[src/rtl/uart_arb_pkg.sv]
// uart_arb_pkg
//   Shared types and helpers for the management-UART transmit arbiter and
//   its round-robin picker (also usable by other small arbiters).
//   Contents:
//     arb_state_t      - arbiter FSM state encoding (idle / packet granted)
//     DEFAULT_TIMEOUT  - default starved-cycle limit before a grant is revoked
//     rr_wrap()        - rotated requester index, wrapping modulo the count
package uart_arb_pkg;

    typedef enum logic {
        ARB_IDLE  = 1'b0,
        ARB_GRANT = 1'b1
    } arb_state_t;

    localparam int DEFAULT_TIMEOUT = 1024;

    // Index of the requester k positions after 'base' in a ring of n.
    // Callers keep base < n and 1 <= k <= n, so one conditional subtract
    // replaces a general modulo.
    function automatic int rr_wrap(input int base_plus_k, input int n);
        return (base_plus_k >= n) ? base_plus_k - n : base_plus_k;
    endfunction

endpackage

[src/rtl/uart_rr_pick.sv]
// uart_rr_pick
//   Combinational round-robin picker. Scans the request vector starting at
//   the requester just after last_grant, wrapping around, and reports the
//   first one found.
//   Ports:
//     req        in  NREQ  request vector
//     last_grant in  IDW   most recently served requester
//     winner     out IDW   selected requester (0 when none requests)
//     any        out 1     at least one request is set
module uart_rr_pick
    import uart_arb_pkg::*;
#(
    parameter int NREQ = 2,
    parameter int IDW  = 1
) (
    input  logic [NREQ-1:0] req,
    input  logic [IDW-1:0]  last_grant,
    output logic [IDW-1:0]  winner,
    output logic            any
);

    logic [IDW-1:0] cand;

    // Walk from the farthest position back to the nearest; the last hit
    // written is therefore the nearest requester after last_grant.
    always_comb begin
        winner = '0;
        any    = 1'b0;
        cand   = '0;
        for (int k = NREQ; k >= 1; k--) begin
            cand = IDW'(rr_wrap(int'(last_grant) + k, NREQ));
            if (req[cand]) begin
                winner = cand;
                any    = 1'b1;
            end
        end
    end

endmodule

[src/rtl/uart_tx_arbiter.sv]
// uart_tx_arbiter
//   Shares one UART byte serializer between NREQ byte-stream requesters.
//   Whole packets are granted atomically (first byte through the byte marked
//   last), packets are served round-robin, and a watchdog revokes a grant
//   whose owner stops supplying bytes mid-packet.
//   Ports:
//     clock       in  1        system clock
//     resetb      in  1        asynchronous active-low reset
//     req_valid   in  NREQ     per-requester byte valid
//     req_data    in  NREQ*DW  per-requester byte, requester i at [i*DW +: DW]
//     req_last    in  NREQ     byte closes the packet
//     req_ready   out NREQ     per-requester accept (only the grantee)
//     tx_valid    out 1        byte valid to serializer
//     tx_data     out DW       byte to serializer
//     tx_ready    in  1        serializer accept
//     grant_id    out IDW      current or most recent grantee
//     busy        out 1        a packet is granted
//     timeout_evt out 1        one-cycle pulse when the watchdog revokes a grant
module uart_tx_arbiter
    import uart_arb_pkg::*;
#(
    parameter  int NREQ    = 2,
    parameter  int DW      = 8,
    parameter  int TIMEOUT = DEFAULT_TIMEOUT,
    localparam int IDW     = (NREQ > 1) ? $clog2(NREQ) : 1
) (
    input  logic              clock,
    input  logic              resetb,
    input  logic [NREQ-1:0]   req_valid,
    input  logic [NREQ*DW-1:0] req_data,
    input  logic [NREQ-1:0]   req_last,
    output logic [NREQ-1:0]   req_ready,
    output logic              tx_valid,
    output logic [DW-1:0]     tx_data,
    input  logic              tx_ready,
    output logic [IDW-1:0]    grant_id,
    output logic              busy,
    output logic              timeout_evt
);

    localparam int CW = (TIMEOUT > 0) ? $clog2(TIMEOUT + 1) : 1;
    localparam logic [CW-1:0] STALL_LIMIT = CW'((TIMEOUT > 0) ? TIMEOUT - 1 : 0);

    arb_state_t     state_reg;
    logic [IDW-1:0] grant_id_reg;
    logic [IDW-1:0] last_grant_reg;
    logic           busy_reg;
    logic           timeout_evt_reg;
    logic [CW-1:0]  stall_cnt_reg;

    logic           granted;
    logic           sel_valid;
    logic           sel_last;
    logic [DW-1:0]  sel_data;
    logic           xfer;
    logic           stall_hit;
    logic [IDW-1:0] pick_winner;
    logic           pick_any;

    uart_rr_pick #(
        .NREQ (NREQ),
        .IDW  (IDW)
    ) u_pick (
        .req        (req_valid),
        .last_grant (last_grant_reg),
        .winner     (pick_winner),
        .any        (pick_any)
    );

    // Grantee's byte stream is passed straight through to the serializer;
    // everything is gated by the state register so reset clears it at once.
    assign granted   = (state_reg == ARB_GRANT);
    assign sel_valid = req_valid[grant_id_reg];
    assign sel_last  = req_last[grant_id_reg];
    assign sel_data  = req_data[int'(grant_id_reg)*DW +: DW];

    assign tx_valid  = granted && sel_valid;
    assign tx_data   = granted ? sel_data : '0;
    assign xfer      = tx_valid && tx_ready;

    // Only an absent byte counts as starvation; serializer backpressure
    // with a byte offered never trips the watchdog.
    assign stall_hit = (TIMEOUT > 0) && granted && !sel_valid
                       && (stall_cnt_reg == STALL_LIMIT);

    generate
        for (genvar gi = 0; gi < NREQ; gi++) begin : g_ready
            assign req_ready[gi] = granted && (grant_id_reg == IDW'(gi)) && tx_ready;
        end
    endgenerate

    always_ff @(posedge clock or negedge resetb) begin
        if (!resetb) begin
            state_reg       <= ARB_IDLE;
            grant_id_reg    <= '0;
            last_grant_reg  <= IDW'(NREQ - 1);
            busy_reg        <= 1'b0;
            timeout_evt_reg <= 1'b0;
            stall_cnt_reg   <= '0;
        end else begin
            timeout_evt_reg <= 1'b0;
            case (state_reg)
                ARB_IDLE: begin
                    stall_cnt_reg <= '0;
                    if (pick_any) begin
                        state_reg    <= ARB_GRANT;
                        grant_id_reg <= pick_winner;
                        busy_reg     <= 1'b1;
                    end
                end
                ARB_GRANT: begin
                    if (xfer) begin
                        stall_cnt_reg <= '0;
                        if (sel_last) begin
                            state_reg      <= ARB_IDLE;
                            last_grant_reg <= grant_id_reg;
                            busy_reg       <= 1'b0;
                        end
                    end else if (sel_valid) begin
                        stall_cnt_reg <= '0;
                    end else if (stall_hit) begin
                        // Revoke; any remaining bytes re-arbitrate as a new packet.
                        state_reg       <= ARB_IDLE;
                        last_grant_reg  <= grant_id_reg;
                        busy_reg        <= 1'b0;
                        timeout_evt_reg <= 1'b1;
                        stall_cnt_reg   <= '0;
                    end else if ((TIMEOUT > 0) && (stall_cnt_reg != '1)) begin
                        stall_cnt_reg <= stall_cnt_reg + CW'(1);
                    end
                end
            endcase
        end
    end

    assign grant_id    = grant_id_reg;
    assign busy        = busy_reg;
    assign timeout_evt = timeout_evt_reg;

endmodule

[config.mk]
export PLATFORM = sky130hd
export DESIGN_NAME = uart_tx_arbiter
export DESIGN_NICKNAME = d
export VERILOG_FILES = /design/src/rtl/uart_arb_pkg.sv /design/src/rtl/uart_rr_pick.sv /design/src/rtl/uart_tx_arbiter.sv
export SDC_FILE = /design/constraint.sdc
export NUM_CORES = 1
export LEC_CHECK = 0
export ABC_CLOCK_PERIOD_IN_PS = 1790
export CORE_MARGIN = 5
export CORE_UTILIZATION = 39
export DETAILED_ROUTE_END_ITERATION = 12
export GPL_ROUTABILITY_DRIVEN = 0
export GPL_TIMING_DRIVEN = 1
export PLACE_DENSITY = 0.74
export SETUP_SLACK_MARGIN = 0.02
export SYNTH_ARGS = -nofsm -noshare
export SYNTH_HDL_FRONTEND = slang
export SYNTH_SLANG_ARGS = --single-unit
[constraint.sdc]
create_clock -name clock -period 1.79 [get_ports clock]
set_clock_uncertainty 0.15 [all_clocks]
set_input_delay 0.2685 -clock clock [delete_from_list [all_inputs] [get_ports clock]]
set_output_delay 0.2685 -clock clock [all_outputs]
set_load 0.01 [all_outputs]
==> impl_metrics.env <==
export IMPL_area_growth_pct=54.9
export IMPL_initial_utilization_pct=40.6
export IMPL_status="finished with violations"
export IMPL_largest_reg_flops=11
export IMPL_busiest_layer="met2"
export IMPL_die_w_um=60.8
export IMPL_synth_warnings=0
export IMPL_vias=966
export IMPL_maxCapViolations=0
export IMPL_ys_seq_elements=16
export IMPL_clock_sinks=16
export IMPL_layout_nets=188
export IMPL_clk_pin_slew_ps=100
export IMPL_grt_pass1_vias=1050
export IMPL_core_area_mm2=0.00248
export IMPL_worst_pin_slew_ps=446
export IMPL_io_pins=37
export IMPL_die_y_um=60.8
export IMPL_synth_cell_types=40
export IMPL_grt_use_met3_pct=5.53
export IMPL_ir_drop_mv=0.759
export IMPL_r2r_start="grant_id$_DFFE_PN0P_"
export IMPL_drv_slew=0
export IMPL_async_reset_ff_share_pct=100
export IMPL_clock_root_buffer="clkbuf_4"
export IMPL_cpMostUsedCell="buf_4"
export IMPL_intPower_mw=1.06
export IMPL_setup_violations=7
export IMPL_place_area_mm2=0.00149
export IMPL_seq_power_share_pct=29.7
export IMPL_hold_class="input port to asynchronous set/reset pin"
export IMPL_r2r_cells=6
export IMPL_num_fill_cells=230
export IMPL_initialDrtViolationCount=33
export IMPL_grt_pass1_wl_um=4400
export IMPL_drt_wl_total_um=2560
export IMPL_max_stage_delay_ps=410
export IMPL_syn_nets=129
export IMPL_ant_nets=0
export IMPL_stdcell_area_mm2=0.00156
export IMPL_fin_ws_ps=-25.2
export IMPL_drtPass1Iterations=4
export IMPL_critical_path_top_delay_family="multiplexers"
export IMPL_cp_arrival_ps=1890
export IMPL_design_die_area_mm2=0.00369
export IMPL_crit_slowest_cell="dfrtp_2"
export IMPL_hpwl_um=2020
export IMPL_detail_route_vias_per_cell=5.01
export IMPL_p_leak_nw=0.709
export IMPL_wl_per_cell_um=13.2
export IMPL_grt_max_degree=12
export IMPL_switching_power_mw=0.568
export IMPL_post_route_period_util_pct=101
export IMPL_rows=18
export IMPL_path_buf_inv=3
export IMPL_period_needed_ps=1820
export IMPL_cp_end_kind="flop"
export IMPL_tritoncts="yes"
export IMPL_insertion_delay_ps=280
export IMPL_r2r_end="last_grant_reg$_DFFE_PN1P_"
export IMPL_dp_worst_setup_slack_ps=-215
export IMPL_path_class="flop to flop"
export IMPL_rsz0062_at_grt="true"
export IMPL_crit_chain="buf_4 -> buf_4 -> mux2i_4 -> buf_4 -> a41oi_2 -> mux2_1"
export IMPL_startpoint_type="flop"
export IMPL_hold_viol=0
export IMPL_power_frac_comb_pct=55.6
export IMPL_synth_edf_count=0
export IMPL_avgSynthCellArea_um2=9.57
export IMPL_htree_levels=1
export IMPL_cts_hold_buffers=0
export IMPL_slew_headroom_pct=70.1
export IMPL_synthCells=105
export IMPL_io_buffers=36
export IMPL_cp_required_ps=1860
export IMPL_finalSetupTns_ps=-102
export IMPL_violations="negative setup slack"
export IMPL_cp_depth=6
export IMPL_synth_ff_type="dfrtp_1"
export IMPL_grt_usage_pct=15.6
export IMPL_crit_end="last_grant_reg$_DFFE_PN1P_"
export IMPL_worst_path_max_fanout=3
export IMPL_drive_gt1_share_pct=33.1
export IMPL_route_detailed_drc=0
export IMPL_diodes=0
export IMPL_syn_area_mm2=0.00100
export IMPL_ys_seq_area_share_pct=40.0
export IMPL_regToRegSetupSlack_ps=-30
export IMPL_numCtsBuffers=3
export IMPL_antenna_found_initial=0
export IMPL_overflow=0
export IMPL_cp_startpoint="grant_id$_DFFE_PN0P_"
export IMPL_fmax_mhz=551
export IMPL_holdWs_ps=135
export IMPL_p_per_area_mw_per_mm2=1050
export IMPL_clockBufferDepth=2
export IMPL_grt_util_met1_pct=18.7
export IMPL_met2_usage_pct=27.0
export IMPL_switching_share_pct=34.8
export IMPL_p_clk_share_pct=14.7
-- kinds of logic (layout without fill, tap and decap cells) --
kind of cell | count (synthesis) | after routing | synth area share [%]
xor+xnor | 2 | 2 | 1.74
compound gates | 16 | 16 | 10.8
mux | 13 | 13 | 14.8
flops | 16 | 16 | 40.0
fa+ha+maj | 1 | 1 | 1.25
buf+inv | 9 | 67 | 4.61
simple gates | 48 | 48 | 26.8
-- power by group through the flow --
stage          logic, mW  registers, mW  clock network, mW
6_report           0.907          0.485              0.240
5_1_grt            0.995          0.500              0.262
4_1_cts            0.904          0.484              0.247
3_5_place_dp       0.897          0.512                  0
3_3_place_gp       0.883          0.512                  0
2_1_floorplan      0.452          0.493                  0
-- final cells by class --
cell class | instances | area, µm² | area share (%)
multi-input combinational | 80 | 578 | 37.1
timing repair buffer | 59 | 487 | 31.3
sequential | 16 | 403 | 25.9
tap | 30 | 37.5 | 2.41
clock buffer | 4 | 36.3 | 2.33
inverter | 4 | 15.0 | 0.965
-- Yosys cell counts, types with 2 or more instances --
| library cell | instances | area, µm² |
|---|---|---|
| o21ai_1 | 4 | 20.0 |
| nor3_2 | 2 | 20.0 |
| nand2_1 | 7 | 26.3 |
| or3_1 | 4 | 25.0 |
| nor3_1 | 3 | 15.0 |
| a21oi_1 | 4 | 20.0 |
| inv_1 | 2 | 7.51 |
| mux2i_1 | 10 | 100 |
| nand4_1 | 2 | 12.5 |
| nand3_1 | 3 | 15.0 |
| clkbuf_1 | 2 | 7.51 |
| dfrtp_1 | 15 | 375 |
| nor2_1 | 19 | 71.3 |
| inv_2 | 2 | 7.51 |
-- per-stage QoR --
stage	util (%)	total power [mW]	cells
3_3_place_gp	60.1	1.40	180
5_1_grt	62.8	1.76	193
6_report	62.8	1.63	193
3_5_place_dp	60.1	1.41	180
2_1_floorplan	-	0.945	105
4_1_cts	62.1	1.64	190
-- cell usage in the layout, fill, tap and decap left out, types with 3 or more instances in the layout --
master	n
clkdlybuf4s50_1	24
buf_4	21
nor2_1	19
dfrtp_1	14
buf_2	11
mux2i_1	10
nand2_1	7
o21ai_1	5
a21oi_1	4
nor3_1	3
nand3_1	3
or3_1	3
clkbuf_4	3
-- layer usage --
metal | wire (µm) | vias to the layer above | share of wire [%]
met4 | 6 | 0 | 0.23
li1 | - | 491 | -
met3 | 232 | 2 | 9.1
met2 | 1250 | 34 | 49
met5 | 0 | - | 0
met1 | 1070 | 439 | 42
-- how the worst min path moves through the flow --
stage                           startpoint  cells after the start  slack [ps]                      endpoint
after floorplan                     resetb                      0        -180              busy$_DFFE_PN0P_
after global placement    busy$_DFFE_PN0P_                      1         350              busy$_DFFE_PN0P_
after global routing                resetb                      1         160  stall_cnt_reg[5]$_DFFE_PN0P_
after CTS                           resetb                      1         150  stall_cnt_reg[9]$_DFFE_PN0P_
final                               resetb                      1         140  stall_cnt_reg[4]$_DFFE_PN0P_
after detailed placement  busy$_DFFE_PN0P_                      1         340              busy$_DFFE_PN0P_
-- repair_timing --
| item | 4_1_cts | 5_1_grt |
|---|---|---|
| endpoints found under the setup margin | 16 | 21 |
| pin swaps | 4 | 2 |
| resized for setup | 49 | 1 |
| buffers inserted | 5 | 3 |
| gates cloned | 1 | 0 |
(Power assumes the default switching activity.)
==> patch 1 (same settings) <==
Reset style: synchronous (`resetb`), changed in one clocked block. Comments in the files are not updated.
--- a/src/rtl/uart_tx_arbiter.sv
+++ b/src/rtl/uart_tx_arbiter.sv
@@ -89,7 +89,7 @@
         end
     endgenerate
 
-    always_ff @(posedge clock or negedge resetb) begin
+    always_ff @(posedge clock) begin
         if (!resetb) begin
             state_reg       <= ARB_IDLE;
             grant_id_reg    <= '0;
Formal check against the unedited RTL: differs if resetb is asserted again (counterexample within 4 cycles, from zero or initial values and one cycle with resetb low); with resetb held inactive, the same outputs for 10 cycles.
==> patch 1 against the unedited design <==
- count of clock-buffer cells in the layout is the same
- non-clock buffer count unchanged
- design area is 1.3% higher
- global-route usage is 1.3 points higher
- worst setup slack improved by 0.035 ns
- area after synthesis shrank 8.1%
- critical endpoint is now stall_cnt_reg[4]$_SDFFE_PN0P_
- wire length increased by 21%
- sequential cell count is the same
- critical path type unchanged
- largest cell class unchanged
Power is not compared: it rests on default switching activity, and its combinational part moved more than twofold at a synthesized area within 25%.
==> patch 1: results (changes against the unedited design) <==
- Run status: complete, no violations
- Root buf cell: clkbuf_4
- All-Layer GR Usage: 16.8% (+1.3 points)
- Multi-input logic area: 617 um2 (+6.7%)
- Drt first pass iters: 4 (unchanged)
- Async set or reset register ratio after synthesis: 0% (-100 points)
- Avg Cell Area, Syn: 8.63 um2 (-9.8%)
- Unique masters post-synth: 33 (-18%)
- Area after DPL: 0.00141 mm2 (-5.0%)
- Clock buffers and inverters, area share: 2.30% (-0.030 points)
- Worst slew pin tran: 0.363 ns (-0.0837 ns)
- Delay-heaviest family, CP: simple AND/OR/NAND/NOR gates
- Die W: 58.7 um (-3.4%)
- # port buffers: 36 (unchanged)
- Hold Path End: stall_cnt_reg[7]$_SDFFE_PN0P_
- Layout Cells excl Fill: 196 (+1.6%)
- First-pass GRT wire length: 4540 um (+3.1%)
- R2R Setup Slk: 0.01 ns (+0.03 ns)
- Hold Path Class: reg -> reg
- Crit path time final: 1.78 ns (-0.0348 ns)
- Capturing point of the worst reg2reg path: stall_cnt_reg[4]$_SDFFE_PN0P_
- PostCTS Resize Cnt: 28 (-43%)
- Detailed-route wire length: 3090 um (+21%)
- Seq cells: 16 (unchanged)
- Fillers: 166 (-28%)
- Crit-path slowest cell: dfxtp_4
- Syn Nets: 131 (+1.6%)
- Register area share after synthesis: 34.7% (-5.3 points)
- Post-DR vias/cell: 5.39 (+7.7%)
- Reg2reg start: grant_id$_SDFFE_PN0P_
- Final Setup Violations: 0 (-7)
- Post-synth top cells: 16 x dfxtp_1, 15 x nor2_1, 11 x mux2i_1, 8 x a21oi_1, 7 x nand2_1
- Xor and xnor area share after synthesis: 1.90% (+0.15 points)
- Crit-path max FO: 6 (+3)
- Yosys warning count: 0 (unchanged)
- Fraction of area in multi-input gates: 39.1% (+2.0 points)
- DP Worst Slack: -0.274 ns (-0.0585 ns)
- CP arrival: 1.81 ns (-0.08 ns)
- Iteration-0 DRC Markers: 34 (+3.0%)
- Final net count: 193 (+2.7%)
- DP Cell Count: 182 (+1.1%)
- Seq/total area: 21.0% (-4.9 points)
- Synth Area in Compound Gates: 14.9% (+4.1 points)
- Synth top area cells: dfxtp_1 35%, mux2i_1 12%, nor2_1 6.1%
- Slowest stage delay, CP: 0.37 ns (-0.04 ns)
- Bufs w/o clock: 59 (unchanged)
- Signal buf overhead: 34.0% (+2.7 points)
- Multi-input comb cells: 85 (+6.3%)
- Mux contribution to synthesized area: 13.6% (-1.3 points)
- Share of layout cells above drive strength 1: 31.0% (-2.2 points)
- Adder-Cell Fraction of Synth Area: 1.36% (+0.11 points)
- Most used DFF post-synth: dfxtp_1
- Placed wire-length estimate: 1990 um (-1.5%)
- Vias in the first global route: 1135 (+8.1%)
- Post-CTS Setup Bufs: 3 (-2)
- Largest net degree at the start of global routing: 13 (+1)
- Worst hold margin: 0.368 ns (+0.232 ns)
-- patch 1: cell types whose count changed in the layout (fill, tap and decap cells not counted), sizes merged, moves of 3 or more --
cell,change
nor2,-4
dfrtp,-15
buf,-10
nor2b,+3
dfxtp,+16
clkdlybuf4s15,+7
a21oi,+3
-- patch 1: cell families (layout without fill, tap and decap cells) --
logic type	count (synthesis)	after routing
buf+inv	7	67
compound gates	20	21
fa+ha+maj	1	1
simple gates	49	49
mux	12	12
flops	16	16
xor+xnor	2	2
-- patch 1: power groups by stage --
stage	combinational, mW	clock (mW)	sequential (mW)
finish	0.214	0.243	0.373
global route	0.230	0.263	0.374
CTS	0.195	0.245	0.370
detailed placement	0.194	0	0.379
global placement	0.191	0	0.379
floorplan	0.0715	0	0.380
-- patch 1: routing by layer --
layer	track usage, %	vias to the layer above	part of all wire [%]
met4	6.15	0	1.2
li1	-	509	-
met2	29.7	47	50
met5	0	-	0
met1	17.4	497	40
met3	7.68	4	8.2
==> patch 2 (same flow settings) <==
Made on the original files. The package constant `DEFAULT_TIMEOUT` goes from 1024 to 256.
--- a/src/rtl/uart_arb_pkg.sv
+++ b/src/rtl/uart_arb_pkg.sv
@@ -12,7 +12,7 @@
         ARB_GRANT = 1'b1
     } arb_state_t;
 
-    localparam int DEFAULT_TIMEOUT = 1024;
+    localparam int DEFAULT_TIMEOUT = 256;
 
     // Index of the requester k positions after 'base' in a ring of n.
     // Callers keep base < n and 1 <= k <= n, so one conditional subtract
Function: same outputs for any inputs over 10 cycles, from zero or initial values and one cycle with resetb low; that may be too few to reach the edited logic, so the function may still have changed.
==> patch 2 against the unedited design <==
- wire length down 2.2%
- worst setup slack better by 0.0094 ns
- synthesized cell count decreased by 7.6%
- critical path type unchanged
- power down 4.8%
- fmax up 0.52%
- core utilization rose by 2.7 points
- design area is 5.1% lower
- die area down 6.3%
- sequential cell count is 2 lower
- largest power group unchanged
- area after synthesis is 7.5% lower
- the flow still finishes with violations (setup timing)
- final cell count is 6.7% lower
- sequential share of layout area is 2.1 points lower
==> patch 2: results (changes against the unedited design) <==
- Final worst slack: -0.0158 ns (+0.00944 ns)
- Capturing point of the worst reg2reg path: stall_cnt_reg[5]$_DFFE_PN0P_
- Max VDD drop: 0.677 mV (-11%)
- Reg2reg start: stall_cnt_reg[1]$_DFFE_PN0P_
- Run status: finished, violations left
- Max reg flops: 9 (-2)
- First-pass GRT wire length: 3990 um (-9.4%)
- Vias in the first global route: 880 (-16%)
- Fillers: 193 (-16%)
- DP Cell Count: 171 (-5.0%)
- Placed wire-length estimate: 1990 um (-1.4%)
- Post-DR vias/cell: 5.02 (+0.23%)
- Crit-path max FO: 5 (+2)
- R2R cell count: 7 (+1)
- Drt first pass iters: 3 (-1)
- Layout Cells excl Fill: 180 (-6.7%)
- Max-slew headroom: 77.9% (+7.7 points)
- Iteration-0 DRC Markers: 24 (-27%)
- Post-synth top cells: 21 x nor2_1, 13 x dfrtp_1, 9 x mux2i_1, 6 x nand2_1
- Failing checks: setup timing
- Final Setup Violations: 1 (-6)
- Register area share after synthesis: 37.8% (-2.2 points)
- Post-Syn Instances: 97 (-7.6%)
- Detailed-route wire length: 2500 um (-2.2%)
- Leak pwr: 0.697 nW (-1.6%)
- Synth top area cells: dfrtp_1 35%, mux2i_1 9.7%, nor2_1 8.5%
- CP arrival: 1.86 ns (-0.03 ns)
## patch 2: worst max-delay path, cell delays in order (launching register included)
cell and delay [ns]:
dfrtp_1 0.39, ha_2 0.20, nand3_2 0.07, nor2_2 0.06, ha_4 0.18, nand4b_4 0.18
or3_4 0.39, a21oi_2 0.13
## patch 2: kinds of logic (layout without fill, tap and decap cells)
kind of cell / Yosys count / after routing / share of synthesized area [%]
XOR/XNOR: 4 / 4 / 3.77
AO/OA/AOI/OAI: 14 / 14 / 10.6
AND/OR/NAND/NOR: 44 / 44 / 26.8
adder cells (fa/ha/maj): 3 / 3 / 4.04
multiplexers: 10 / 10 / 11.2
flip-flops: 14 / 14 / 37.8
buffers and inverters: 8 / 63 / 5.79
## patch 2: cell type report
cell class | instances | area (um2) | share of cell area, %
inverter | 3 | 11.3 | 0.763
sequential | 14 | 352 | 23.8
clock buffer | 4 | 36.3 | 2.46
timing repair buffer | 56 | 469 | 31.8
multi-input combinational | 75 | 573 | 38.8
tap | 28 | 35.0 | 2.37
## patch 2: through the flow
stage	setup slack, ns	hold WS, ns	area [um2]
global placement	-0.0983	0.375	1410
floorplan	-0.0574	-0.177	942
global route	-0.0957	0.0945	1480
finish	-0.0158	0.101	1480
CTS	-0.113	0.101	1460
detailed placement	-0.118	0.387	1410
## patch 2: what timing repair did
item | 4_1_cts | 5_1_grt
hold endpoints to repair | 0 | 0
pin swaps | 1 | 2
buffers inserted | 3 | 4
resized for setup | 22 | 20
endpoints found under the setup margin | 14 | 20
## patch 2: metal layers
layer | up-vias | global-route usage [%] | wire length [um]
li1 | 451 | - | -
met2 | 19 | 27.6 | 1300
met5 | - | 0 | 0
met4 | 0 | 5.50 | 6
met1 | 431 | 16.7 | 1080
met3 | 2 | 3.29 | 116
## patch 2: report_power, final
group | leakage (nW) | switching (mW) | internal, mW
registers | 0.182 | 0.0435 | 0.390
logic | 0.495 | 0.436 | 0.459
clock network | 0.0210 | 0.101 | 0.123
## patch 2: worst min-delay path by stage
stage,to,cells past startpoint
final,stall_cnt_reg[0]$_DFFE_PN0P_,1
after CTS,stall_cnt_reg[1]$_DFFE_PN0P_,1
after global placement,busy$_DFFE_PN0P_,1
after global routing,stall_cnt_reg[0]$_DFFE_PN0P_,1
after detailed placement,busy$_DFFE_PN0P_,1
after floorplan,busy$_DFFE_PN0P_,0
